==> config.mk <==
export PLATFORM = sky130hd
export DESIGN_NAME = serial_frame_capture_flat
export DESIGN_NICKNAME = d
export VERILOG_FILES = /design/src/rtl/serial_frame_capture_if.sv /design/src/rtl/serial_frame_capture.sv /design/src/flat_wrapper.sv
export SDC_FILE = /design/constraint.sdc
export NUM_CORES = 1
export LEC_CHECK = 0
export BUFFER_PORTS_ARGS = -buffer_cell sky130_fd_sc_hd__buf_2
export CORE_MARGIN = 2
export CORE_UTILIZATION = 51
export DETAILED_ROUTE_END_ITERATION = 10
export HOLD_SLACK_MARGIN = 0.02
export PLACE_DENSITY = 0.71
export SYNTH_ARGS = -nofsm -noshare
export SYNTH_HDL_FRONTEND = slang
export SYNTH_SLANG_ARGS = --single-unit
==> constraint.sdc <==
create_clock -name clock -period 2.41 [get_ports clock]
set_input_delay 0.1205 -clock clock [delete_from_list [all_inputs] [get_ports clock]]
set_output_delay 0.1205 -clock clock [all_outputs]
set_load 0.05 [all_outputs]
==> src/rtl/serial_frame_capture_if.sv <==
// Output handshake for serial_frame_capture.
// Master presents FIFO head; slave accepts it with out_ready.
interface serial_frame_capture_if;
  logic       out_valid;
  logic [7:0] out_data;
  logic       out_ready;

  modport master (
    output out_valid,
    output out_data,
    input  out_ready
  );

  modport slave (
    input  out_valid,
    input  out_data,
    output out_ready
  );
endinterface

==> src/rtl/serial_frame_capture.sv <==
// Sync-byte hunter that frames upstream shift-register bytes
// and queues the payload into a small FIFO with valid/ready output.
module serial_frame_capture #(
  parameter logic [7:0] SYNC_BYTE = 8'hA5,
  parameter int         FRAME_LEN = 4,
  parameter int         DEPTH     = 4
) (
  input  logic                          clock,
  input  logic                          reset,
  input  logic                          enable,
  input  logic                          co,
  input  logic [7:0]                    serialout,
  serial_frame_capture_if.master        out_if,
  output logic                          in_frame,
  output logic                          frame_done,
  output logic                          overflow,
  output logic [3:0]                    frame_count
);

  localparam int AW = $clog2(DEPTH);

  typedef enum logic {HUNT, LOCK} state_e;

  state_e          state_q, state_d;
  logic [3:0]      cnt_q, cnt_d;
  logic [3:0]      fcnt_q, fcnt_d;
  logic            done_q, done_d;
  logic            inf_q, inf_d;
  logic            ovf_q, ovf_d;
  logic [AW-1:0]   wptr_q, wptr_d;
  logic [AW-1:0]   rptr_q, rptr_d;
  logic [AW:0]     occ_q, occ_d;
  logic [7:0]      mem_q [DEPTH];
  logic [7:0]      mem_d [DEPTH];

  logic bev, take, push, pop, full;

  always_comb begin
    bev     = co & enable & reset;
    pop     = (occ_q != '0) & out_if.out_ready;
    full    = occ_q == (AW+1)'(DEPTH);
    state_d = state_q;
    cnt_d   = cnt_q;
    fcnt_d  = fcnt_q;
    done_d  = 1'b0;
    take    = 1'b0;
    unique case (state_q)
      HUNT: begin
        if (bev && serialout == SYNC_BYTE) begin
          state_d = LOCK;
          cnt_d   = 4'd0;
        end
      end
      LOCK: begin
        if (bev) begin
          take  = 1'b1;
          cnt_d = cnt_q + 4'd1;
          if (cnt_q == 4'(FRAME_LEN - 1)) begin
            state_d = HUNT;
            cnt_d   = 4'd0;
            done_d  = 1'b1;
            fcnt_d  = fcnt_q + 4'd1;
          end
        end
      end
      default: state_d = HUNT;
    endcase
    // A full FIFO still accepts a byte if the head leaves this cycle.
    push   = take & (~full | pop);
    ovf_d  = ovf_q | (take & full & ~pop);
    inf_d  = state_d == LOCK;
    wptr_d = push ? wptr_q + AW'(1) : wptr_q;
    rptr_d = pop  ? rptr_q + AW'(1) : rptr_q;
    occ_d  = occ_q + (AW+1)'(push) - (AW+1)'(pop);
    mem_d  = mem_q;
    if (push) mem_d[wptr_q] = serialout;
  end

  always_ff @(posedge clock) begin
    if (!reset) begin
      state_q <= HUNT;
      cnt_q   <= 4'd0;
      fcnt_q  <= 4'd0;
      done_q  <= 1'b0;
      inf_q   <= 1'b0;
      ovf_q   <= 1'b0;
      wptr_q  <= '0;
      rptr_q  <= '0;
      occ_q   <= '0;
    end else begin
      state_q <= state_d;
      cnt_q   <= cnt_d;
      fcnt_q  <= fcnt_d;
      done_q  <= done_d;
      inf_q   <= inf_d;
      ovf_q   <= ovf_d;
      wptr_q  <= wptr_d;
      rptr_q  <= rptr_d;
      occ_q   <= occ_d;
    end
  end

  always_ff @(posedge clock) begin
    mem_q <= mem_d;
  end

  assign out_if.out_valid = occ_q != '0;
  assign out_if.out_data  = (occ_q != '0) ? mem_q[rptr_q] : 8'h00;
  assign in_frame         = inf_q;
  assign frame_done       = done_q;
  assign overflow         = ovf_q;
  assign frame_count      = fcnt_q;

endmodule
==> src/flat_wrapper.sv <==
// flat-port wrapper written by rule: the top's interface ports become plain ports
module serial_frame_capture_flat 
#(
  parameter logic [7:0] SYNC_BYTE = 8'hA5,
  parameter int         FRAME_LEN = 4,
  parameter int         DEPTH     = 4
)
  (clock, reset, enable, co, serialout, in_frame, frame_done, overflow, frame_count, out_if_out_valid, out_if_out_data, out_if_out_ready);
  serial_frame_capture_if out_if_i ();
  input  logic clock;
  input  logic reset;
  input  logic enable;
  input  logic co;
  input  logic [7:0] serialout;
  output logic in_frame;
  output logic frame_done;
  output logic overflow;
  output logic [3:0] frame_count;
  output wire logic [$bits(out_if_i.out_valid)-1:0] out_if_out_valid;
  output wire logic [$bits(out_if_i.out_data)-1:0] out_if_out_data;
  input wire logic [$bits(out_if_i.out_ready)-1:0] out_if_out_ready;
  assign out_if_out_valid = out_if_i.out_valid;
  assign out_if_out_data = out_if_i.out_data;
  assign out_if_i.out_ready = out_if_out_ready;
  serial_frame_capture #(.SYNC_BYTE(SYNC_BYTE), .FRAME_LEN(FRAME_LEN), .DEPTH(DEPTH)) u_core (.clock(clock), .reset(reset), .enable(enable), .co(co), .serialout(serialout), .out_if(out_if_i), .in_frame(in_frame), .frame_done(frame_done), .overflow(overflow), .frame_count(frame_count));
endmodule
After elaboration in Yosys (flattened, before gate mapping)
Cells that the tools add are included.

Flip-flop bits (word level): 50. Bits in latches: 0. RAM bits: 0. ROM bits: 0. Input port bits: 13. Output and inout bits: 16. Logic and storage cells: 63. Memories kept: 0.

Add/subtract/negate cells: 6. $mul: 0. Divide/modulo/power cells: 0. Magnitude comparators: 3. Equality and inequality tests: 5. Shifts and indexed selects: 0. Muxes and demuxes: 18. Bitwise logic cells: 13. Reductions and logical operators: 6.

Operators by type and width (number): 32-bit bitwise mux (1); 8-bit 2-to-1 mux (4); 8-bit binary-select mux with 2-bit select (1); 8-bit demux with 2-bit select (1); 4-bit 2-to-1 mux (3); 4-bit by 1-bit adder with 4-bit output (second input constant) (2); 8-bit == test (second input constant) (1); 4-bit one-hot mux with 2 select lines (1); 1-bit AND (6); 3-bit >= comparator (second input constant) (2); 1-bit 2-to-1 mux (6); 2-bit inverter with 3-bit output (2); 3-bit AND reduction (2); 2-bit by 1-bit adder with 2-bit output (second input constant) (2); 4-bit by 2-bit == test with 1-bit output (second input constant) (1); 3-bit by 1-bit adder with 3-bit output (1); 3-bit == test (second input constant) (1); 3-bit by 1-bit less-than comparator with 1-bit output (second input constant) (1); 1-bit inverter (3); 3-bit nonzero test (1); 3-bit by 1-bit subtractor with 3-bit output (1); 1-bit logical AND (2); 2-bit by 1-bit != test with 1-bit output (second input constant) (1); 2-bit != test (second input constant) (1); other kinds (3) (4).

Depth between registers and ports, before layout
Gate-level depths: netlist of run 1.

Depth after elaboration: 7. Depth in mapped cells: 10. Mapped depth without buffers: 10.

Least setup slack after synthesis of run 1
OpenSTA, ideal clock, no wires.

Path type: register -> register. Start: register u_core.state_q. End: register u_core.occ_q[2]. Setup time: 0.115 ns. Arrival: 2.155 ns. Required time: 2.295 ns. Slack: 0.140 ns. Cell stages (with the launch flop): 9. Path buffers: 0. Period minus slack after synthesis: 2.270 ns. Cell sequence: dfxtp_1 > nand4_4 > nor2_2 > ha_1 > inv_1 > fa_1 > xnor2_1 > xnor2_1 > and2_1.

Longest elaborated chain between the ends: 4.

Ends and longest elaborated chain: from (decl) (line serial_frame_capture.sv:24) `state_e state_q, state_d;`; from (signal assigned) (line serial_frame_capture.sv:91) `state_q <= state_d;`; 1-bit 2-to-1 mux (line serial_frame_capture.sv:47) `unique case (state_q)`; 1-bit AND (line serial_frame_capture.sv:69) `push = take & (~full | pop);`; named net u_core.push (line serial_frame_capture.sv:36) `logic bev, take, push, pop, full;`; 3-bit by 1-bit adder with 3-bit output (line serial_frame_capture.sv:74) `occ_d = occ_q + (AW+1)'(push) - (AW+1)'(pop);`; 3-bit by 1-bit subtractor with 3-bit output (line serial_frame_capture.sv:74); to (signal assigned) (line serial_frame_capture.sv:89) `occ_q <= '0;`; to (signal assigned) (line serial_frame_capture.sv:99) `occ_q <= occ_d;`; to (decl) (line serial_frame_capture.sv:32) `logic [AW:0] occ_q, occ_d;`.

The timed path passes the listed nets, and every way through them passes these cells. A chain may end at the register's enable or synchronous reset.

Worst setup path after layout of run 1
Start: register u_core.occ_q[0]. End: register u_core.occ_q[2].

Longest elaborated chain between the ends: 6. Elaborated cells between the ends (all ways): 8. Classes of those cells: add/sub: 2; eq/ne: 1; bitwise: 4; reduce/logical: 1.

Ends and longest elaborated chain: 3-bit nonzero test * (line serial_frame_capture.sv:40) `pop = (occ_q != '0) & out_if.out_ready;`; 1-bit AND * (line serial_frame_capture.sv:40); named net u_core.pop (line serial_frame_capture.sv:36); 1-bit OR (line serial_frame_capture.sv:69); 1-bit AND (line serial_frame_capture.sv:69); 3-bit by 1-bit adder with 3-bit output (line serial_frame_capture.sv:74); 3-bit by 1-bit subtractor with 3-bit output * (line serial_frame_capture.sv:74).

Mark *: on every way through the listed nets, which the timed path passes. The rest lies on a longest branch.

==> metrics.csv, run 1 <==
stage;metric;value;unit
outcome;status;completed;
power;total_power;0.00242;W
timing;finClkSkew;0.00253;ns
placed_design;finalWeightedCongestion;0.710;
global_routing;grt_pass1_wl;6.29;mm
placed_design;dp_hpwl;2.58;mm
cells_and_area;antenna_cells;0;
placed_design;dp_cells;226;
setup_path;crit_end;u_core.occ_q[2]$_SDFF_PN0_;
hold_path;hp-start;serialout[7];
synthesis;syn_inst;150;
cells_and_area;finalNetCount;205;
global_routing;antenna_found_initial;0;
synthesis;yosysSeqAreaShare;0.608;
timing;max-slew-margin-rel;0.595;
clocking;path_clk_slew;0.08;ns
setup_path;reg2reg_depth;10;
setup_path;crit_slowest_cell;or3_4;
power;leakagePower;0.915;nW
synthesis;ys_types;34;
clocking;clk_latency;0.29;ns
clocking;cts_root_buf;clkbuf_8;
flow_run;maxCapViolations;0;
setup_path;cp-start-kind;register;
setup_path;endpoint_kind;register;
timing;setup_tns;0;ns
power;ir_drop;0.472;mV
global_routing;grt_start_max_net_pins;22;
floorplanning;design.core.area;4060;um2
synthesis;synth_nets;172;
floorplanning;dieArea;4800;um2
setup_path;r2r_slack;0.13;ns
drt;drc;0;
timing;fin_crit;2.28;ns
drt;vias_per_cell;5.47;
hold_path;min_path_type;in2reg;
setup_path;arrival;2.47;ns
timing;rsz0062_at_grt;no;
timing;drv_slew;0;
clocking;ctsLongestPathBuffers;2;
synthesis;syn_avg_cell_area;14.5;um2
placed_design;post_dp_cell_area;2370;um2
cells_and_area;final_cell_mix;32 x edfxtp_1, 28 x buf_2, 19 x and2_1;
timing;finalHoldViolations;0;
setup_path;cp_cell_sequence;or3_4 > and2_4 > ha_1 > inv_1 > ha_1 > inv_1 > fa_2 > xnor2_2 > xnor2_1 > and2_1;
setup_path;critPathRequiredTime;2.60;ns
timing;finalCritPeriodShare;0.945;
clocking;cts_buffers;5;
floorplanning;start_util;0.536;
floorplanning;die_h;69.3;um
timing;worst_pin_slew;0.607;ns
drt;wl;3.62;mm
cells_and_area;fill_cells;321;
synthesis;yosysWarningCount;0;
placed_design;io_buffers;28;
cells_and_area;syn2layout_area_growth;13.4;%
setup_path;reg2reg_to;u_core.occ_q[2]$_SDFF_PN0_;
timing;clock.fmax;439;MHz
synthesis;ys_ff_latch;50;
clocking;cts_hold_buf;0;
setup_path;r2r-start;u_core.occ_q[0]$_SDFF_PN0_;
clocking;cts_htree_levels;2;
setup_path;max_stage_delay;0.38;ns
floorplanning;die_w;69.3;um
floorplanning;rows;23;
setup_path;cp-startpoint;u_core.occ_q[0]$_SDFF_PN0_;
floorplanning;io_pins;29;
cells_and_area;final_common_cell;edfxtp_1;
drt;via_count;1280;
setup_path;worstPathMaxFanout;3;
drt;first_iter_violations;64;
setup_path;path_class;reg2reg;
global_routing;grt_pass1_vias;1337;
drt;drtPass1Iterations;4;
power;power_density;983;nW/um2
cells_and_area;drive_gt1_frac;0.310;
cells_and_area;final_cells;234;
clocking;clock_sinks;50;
clocking;cts_tree;yes;
global_routing;gr-total-overflow;0;
drt;ant_nets;0;
drt;wl_per_cell;15.5;um
synthesis;synth_area;2170;um2
timing;setup_viol;0;
global_routing;track_usage;0.170;
cells_and_area;finalInstanceArea;2460;um2
==> final cells by class <==
cell class / instances / area, um2 / share of cell area
sequential: 50 / 1320 / 0.537
multi-input combinational: 90 / 818 / 0.332
timing repair buffer: 31 / 163 / 0.0660
clock buffer: 7 / 76.3 / 0.0310
tap: 50 / 62.6 / 0.0254
inverter: 5 / 18.8 / 0.00761
clock inverter: 1 / 3.75 / 0.00152
==> state kept, by name (all words and copies together), names as in the netlist <==
name / count
u_core.cnt_q: 4
u_core.frame_count: 4
u_core.frame_done: 1
u_core.mem_q: 32
u_core.occ_q: 3
u_core.overflow: 1
u_core.rptr_q: 2
u_core.state_q: 1
u_core.wptr_q: 2
==> where the power goes <==
part / total [W] / internal, W / switching [W]
Sequential: 0.00102 / 0.000946 / 0.0000710
Clock: 0.000442 / 0.000202 / 0.000240
Combinational: 0.000963 / 0.000384 / 0.000579
Total: 0.00242 / 0.00153 / 0.000890
==> worst max-delay path, delay by kind of cell, from the launching register on <==
kind	cells	cell delay, ns
fa+ha+maj	3	0.77
simple gates	3	0.70
flops	1	0.34
xor+xnor	2	0.26
buf+inv	2	0.11
==> per-layer routing <==
layer	up-vias	wire length (um)	track usage
li1	611	-	-
met1	639	1500	0.191
met2	24	1940	0.310
met3	6	136	0.0494
met4	0	48	0.0523
met5	-	0	0
==> stage by stage <==
step	setup WS (ns)	util	hold WS [ns]
5_1_grt	0.0304	0.607	0.0392
3_3_place_gp	0.121	0.583	0.346
6_report	0.133	0.607	0.0595
4_1_cts	0.0191	0.603	0.0484
2_1_floorplan	0.140	-	0.219
3_5_place_dp	0.0188	0.583	0.353
==> kinds of logic after synthesis <==
group | count (synthesis) | synth area share
DFF | 50 | 0.608
xor gates and xnor gates | 9 | 0.0363
buffers and inverters | 10 | 0.0236
and+or+nand+nor | 51 | 0.156
AOI/OAI and AO/OA | 13 | 0.0380
adders and majority gates | 9 | 0.0553
muxes | 8 | 0.0829
==> cell usage after synthesis <==
library cell	n	area [um2]
xor2_1	3	26.3
nor4bb_1	2	20.0
o22ai_1	1	6.26
buf_2	2	10.0
and2_1	20	125
a21oi_1	2	10.0
o21ai_0	5	25.0
a41o_2	1	11.3
nor3_2	1	10.0
fa_1	1	20.0
mux4_2	8	180
nor2_2	2	12.5
or3_1	2	12.5
ha_1	8	100
nor4b_2	1	15.0
edfxtp_1	32	961
nor2_1	3	11.3
and4_1	1	8.76
nand4_4	1	21.3
xnor2_1	6	52.6
a21boi_0	2	15.0
buf_6	1	11.3
nor2b_1	3	18.8
nand3_1	5	25.0
nand2_1	6	22.5
a21boi_1	2	15.0
buf_4	1	7.51
clkbuf_1	1	3.75
dfxtp_1	18	360
nand3_2	1	10.0
nor3b_1	1	7.51
or3b_4	1	11.3
inv_1	5	18.8
nand3b_1	1	7.51
==> timing repair <==
action,in CTS,in global routing
buffers inserted,0,0
setup endpoints to repair,0,1
gates resized for setup,0,5
==> worst min-delay path by stage <==
stage | slack [ns] | cells after the start | to
after global placement | 0.35 | 1 | u_core.mem_q[5]$_DFFE_PP_
after floorplan | 0.22 | 0 | u_core.mem_q[0]$_DFFE_PP_
after global routing | 0.04 | 1 | u_core.mem_q[0]$_DFFE_PP_
final | 0.06 | 1 | u_core.mem_q[15]$_DFFE_PP_
after CTS | 0.05 | 1 | u_core.mem_q[13]$_DFFE_PP_
after detailed placement | 0.35 | 1 | u_core.mem_q[7]$_DFFE_PP_
Note: power is estimated with default switching activity, not from simulation.
==> inputs of run 2 (changes only) <==
--- a/config.mk
+++ b/config.mk
@@ -11,6 +11,7 @@
 export DETAILED_ROUTE_END_ITERATION = 10
 export HOLD_SLACK_MARGIN = 0.02
 export PLACE_DENSITY = 0.71
+export SETUP_SLACK_MARGIN = 0.4
 export SYNTH_ARGS = -nofsm -noshare
 export SYNTH_HDL_FRONTEND = slang
 export SYNTH_SLANG_ARGS = --single-unit
==> metrics.csv, run 2 (same netlist as run 1, synthesis figures left out) <==
stage;metric;value;unit;change
timing;clock.fmax;460;MHz;+4.7%
drt;drtPass1Iterations;4;;unchanged
setup_path;cp-start-kind;register;;
cells_and_area;final_common_cell;edfxtp_1;;
timing;max-slew-margin-rel;0.650;;+0.0546
cells_and_area;final_cells;234;;unchanged
power;ir_drop;0.441;mV;-6.6%
drt;vias_per_cell;5.24;;-4.2%
timing;setup_viol;0;;unchanged
outcome;status;completed;;
drt;ant_nets;0;;unchanged
setup_path;reg2reg_depth;10;;unchanged
clocking;cts_hold_buf;0;;unchanged
clocking;clk_latency;0.30;ns;about the same
clocking;cts_buffers;5;;unchanged
global_routing;track_usage;0.170;;about the same
setup_path;reg2reg_to;u_core.occ_q[2]$_SDFF_PN0_;;
cells_and_area;fill_cells;316;;-1.6%
timing;finalHoldViolations;0;;unchanged
cells_and_area;finalInstanceArea;2500;um2;+1.6%
cells_and_area;finalNetCount;206;;+0.49%
clocking;cts_tree;yes;;
setup_path;critPathTopFamily;adder cells;;
placed_design;post_dp_cell_area;2400;um2;+1.4%
clocking;clock_sinks;50;;unchanged
timing;finClkSkew;0.00785;ns;+0.00532 ns
drt;wl_per_cell;15.9;um;+2.6%
timing;drv_slew;0;;unchanged
floorplanning;dieArea;4800;um2;unchanged
hold_path;min_path_type;in2reg;;
timing;worst_pin_slew;0.518;ns;-0.0882 ns
drt;drc;0;;unchanged
drt;wl;3.72;mm;+2.6%
global_routing;antenna_found_initial;0;;unchanged
hold_path;whs_path_depth;1;;unchanged
power;leakagePower;0.923;nW;+0.84%
clocking;path_clk_slew;0.08;ns;about the same
global_routing;grt_pass1_wl;6.22;mm;-1.1%
floorplanning;io_pins;29;;unchanged
cells_and_area;post-route-util;0.617;;+0.00956
placed_design;finalWeightedCongestion;0.712;;+0.32%
setup_path;crit_buf_inv;2;;unchanged
setup_path;critPathRequiredTime;2.61;ns;about the same
global_routing;grt_start_max_net_pins;22;;unchanged
setup_path;crit_path_frequent_cell;ha_4;;
cells_and_area;syn2layout_area_growth;15.2;%;
setup_path;path_class;reg2reg;;
flow_run;maxCapViolations;0;;unchanged
power;power_density;1000;nW/um2;+2.1%
cells_and_area;largest_reg_flops;32;;unchanged
setup_path;crit_slowest_cell;or3_4;;
timing;rsz0062_at_grt;yes;;
setup_path;r2r-start;u_core.occ_q[0]$_SDFF_PN0_;;
timing;finalCritPeriodShare;0.902;;-0.0423
hold_path;hp-start;serialout[7];;
setup_path;endpoint_kind;register;;
floorplanning;design.core.area;4060;um2;unchanged
floorplanning;die_w;69.3;um;unchanged
drt;via_count;1226;;-4.2%
global_routing;gr-total-overflow;0;;unchanged
setup_path;cp_cell_sequence;or3_4 > and2_4 > ha_4 > inv_4 > ha_4 > inv_2 > fa_2 > xnor2_2 > xnor2_1 > and2_1;;
clocking;ctsLongestPathBuffers;2;;unchanged
placed_design;dp_hpwl;2.63;mm;+2.1%
clocking;cts_root_buf;clkbuf_8;;
floorplanning;rows;23;;unchanged
drt;first_iter_violations;111;;+73%
floorplanning;start_util;0.536;;unchanged
placed_design;io_buffers;28;;unchanged
hold_path;hold_end;u_core.mem_q[7]$_DFFE_PP_;;
cells_and_area;drive_gt1_frac;0.370;;+0.0598
timing;setup_tns;0;ns;unchanged
setup_path;max_stage_delay;0.38;ns;about the same
clocking;cts_htree_levels;2;;unchanged
setup_path;r2r_slack;0.24;ns;+0.10 ns
placed_design;dp_cells;225;;-0.44%
global_routing;grt_pass1_vias;1302;;-2.6%
cells_and_area;final_cell_mix;32 x edfxtp_1, 28 x buf_2, 19 x and2_1;;
setup_path;worstPathMaxFanout;2;;-1
cells_and_area;antenna_cells;0;;unchanged
setup_path;arrival;2.37;ns;-0.10 ns
cells_and_area;regMostFlops;u_core.mem_q;;
floorplanning;die_h;69.3;um;unchanged
timing;fin_crit;2.17;ns;-0.102 ns
==> run 2: repair_timing <==
action | in CTS | in global routing
resized for setup | 4 | 1
setup endpoints to repair | 10 | 2
pin swaps | 1 | 0
buffers inserted | 2 | 0
==> run 2: power breakdown <==
part / leakage, nW / switching, W / internal [W]
sequential: 0.435 / 0.0000781 / 0.000952
clock: 0.0438 / 0.000253 / 0.000195
combinational: 0.444 / 0.000608 / 0.000426
==> run 2: area by class of cell <==
cell class              instances  area, um2  share of cell area
inverters                       5       21.3             0.00850
clock inverters                 2       10.0             0.00400
repair buffers                 32        170              0.0680
well taps                      50       62.6              0.0250
flip-flops and latches         50       1330               0.530
clock buffers                   5       68.8              0.0275
multi-input cells              90        843               0.337
==> run 2: worst max path at each step <==
stage	depth (start not counted)	from	slack, ns	end
2_1_floorplan	10	u_core.occ_q[0]$_SDFF_PN0_	0.27	u_core.occ_q[2]$_SDFF_PN0_
3_3_place_gp	10	u_core.occ_q[0]$_SDFF_PN0_	0.25	u_core.occ_q[2]$_SDFF_PN0_
3_5_place_dp	10	u_core.occ_q[1]$_SDFF_PN0_	0.17	u_core.occ_q[2]$_SDFF_PN0_
4_1_cts	10	u_core.occ_q[0]$_SDFF_PN0_	0.23	u_core.occ_q[2]$_SDFF_PN0_
5_1_grt	10	u_core.occ_q[2]$_SDFF_PN0_	0.16	u_core.occ_q[2]$_SDFF_PN0_
6_report	10	u_core.occ_q[0]$_SDFF_PN0_	0.24	u_core.occ_q[2]$_SDFF_PN0_
==> run 2: layer usage <==
layer,wire length [um],part of all wire,vias up,global-route usage
li1,-,-,607,-
met1,1580,0.42,587,0.188
met2,1930,0.52,26,0.310
met3,161,0.043,6,0.0552
met4,51,0.014,0,0.0523
met5,0,0,-,0
==> run 2: stage by stage <==
step	setup slack [ns]	total power (W)	hold slack, ns
finish	0.235	0.00251	0.0561
global route	0.156	0.00265	0.0432
CTS	0.232	0.00252	0.0475
detailed placement	0.170	0.00203	0.361
global placement	0.248	0.00199	0.345
floorplan	0.271	0.00182	0.219
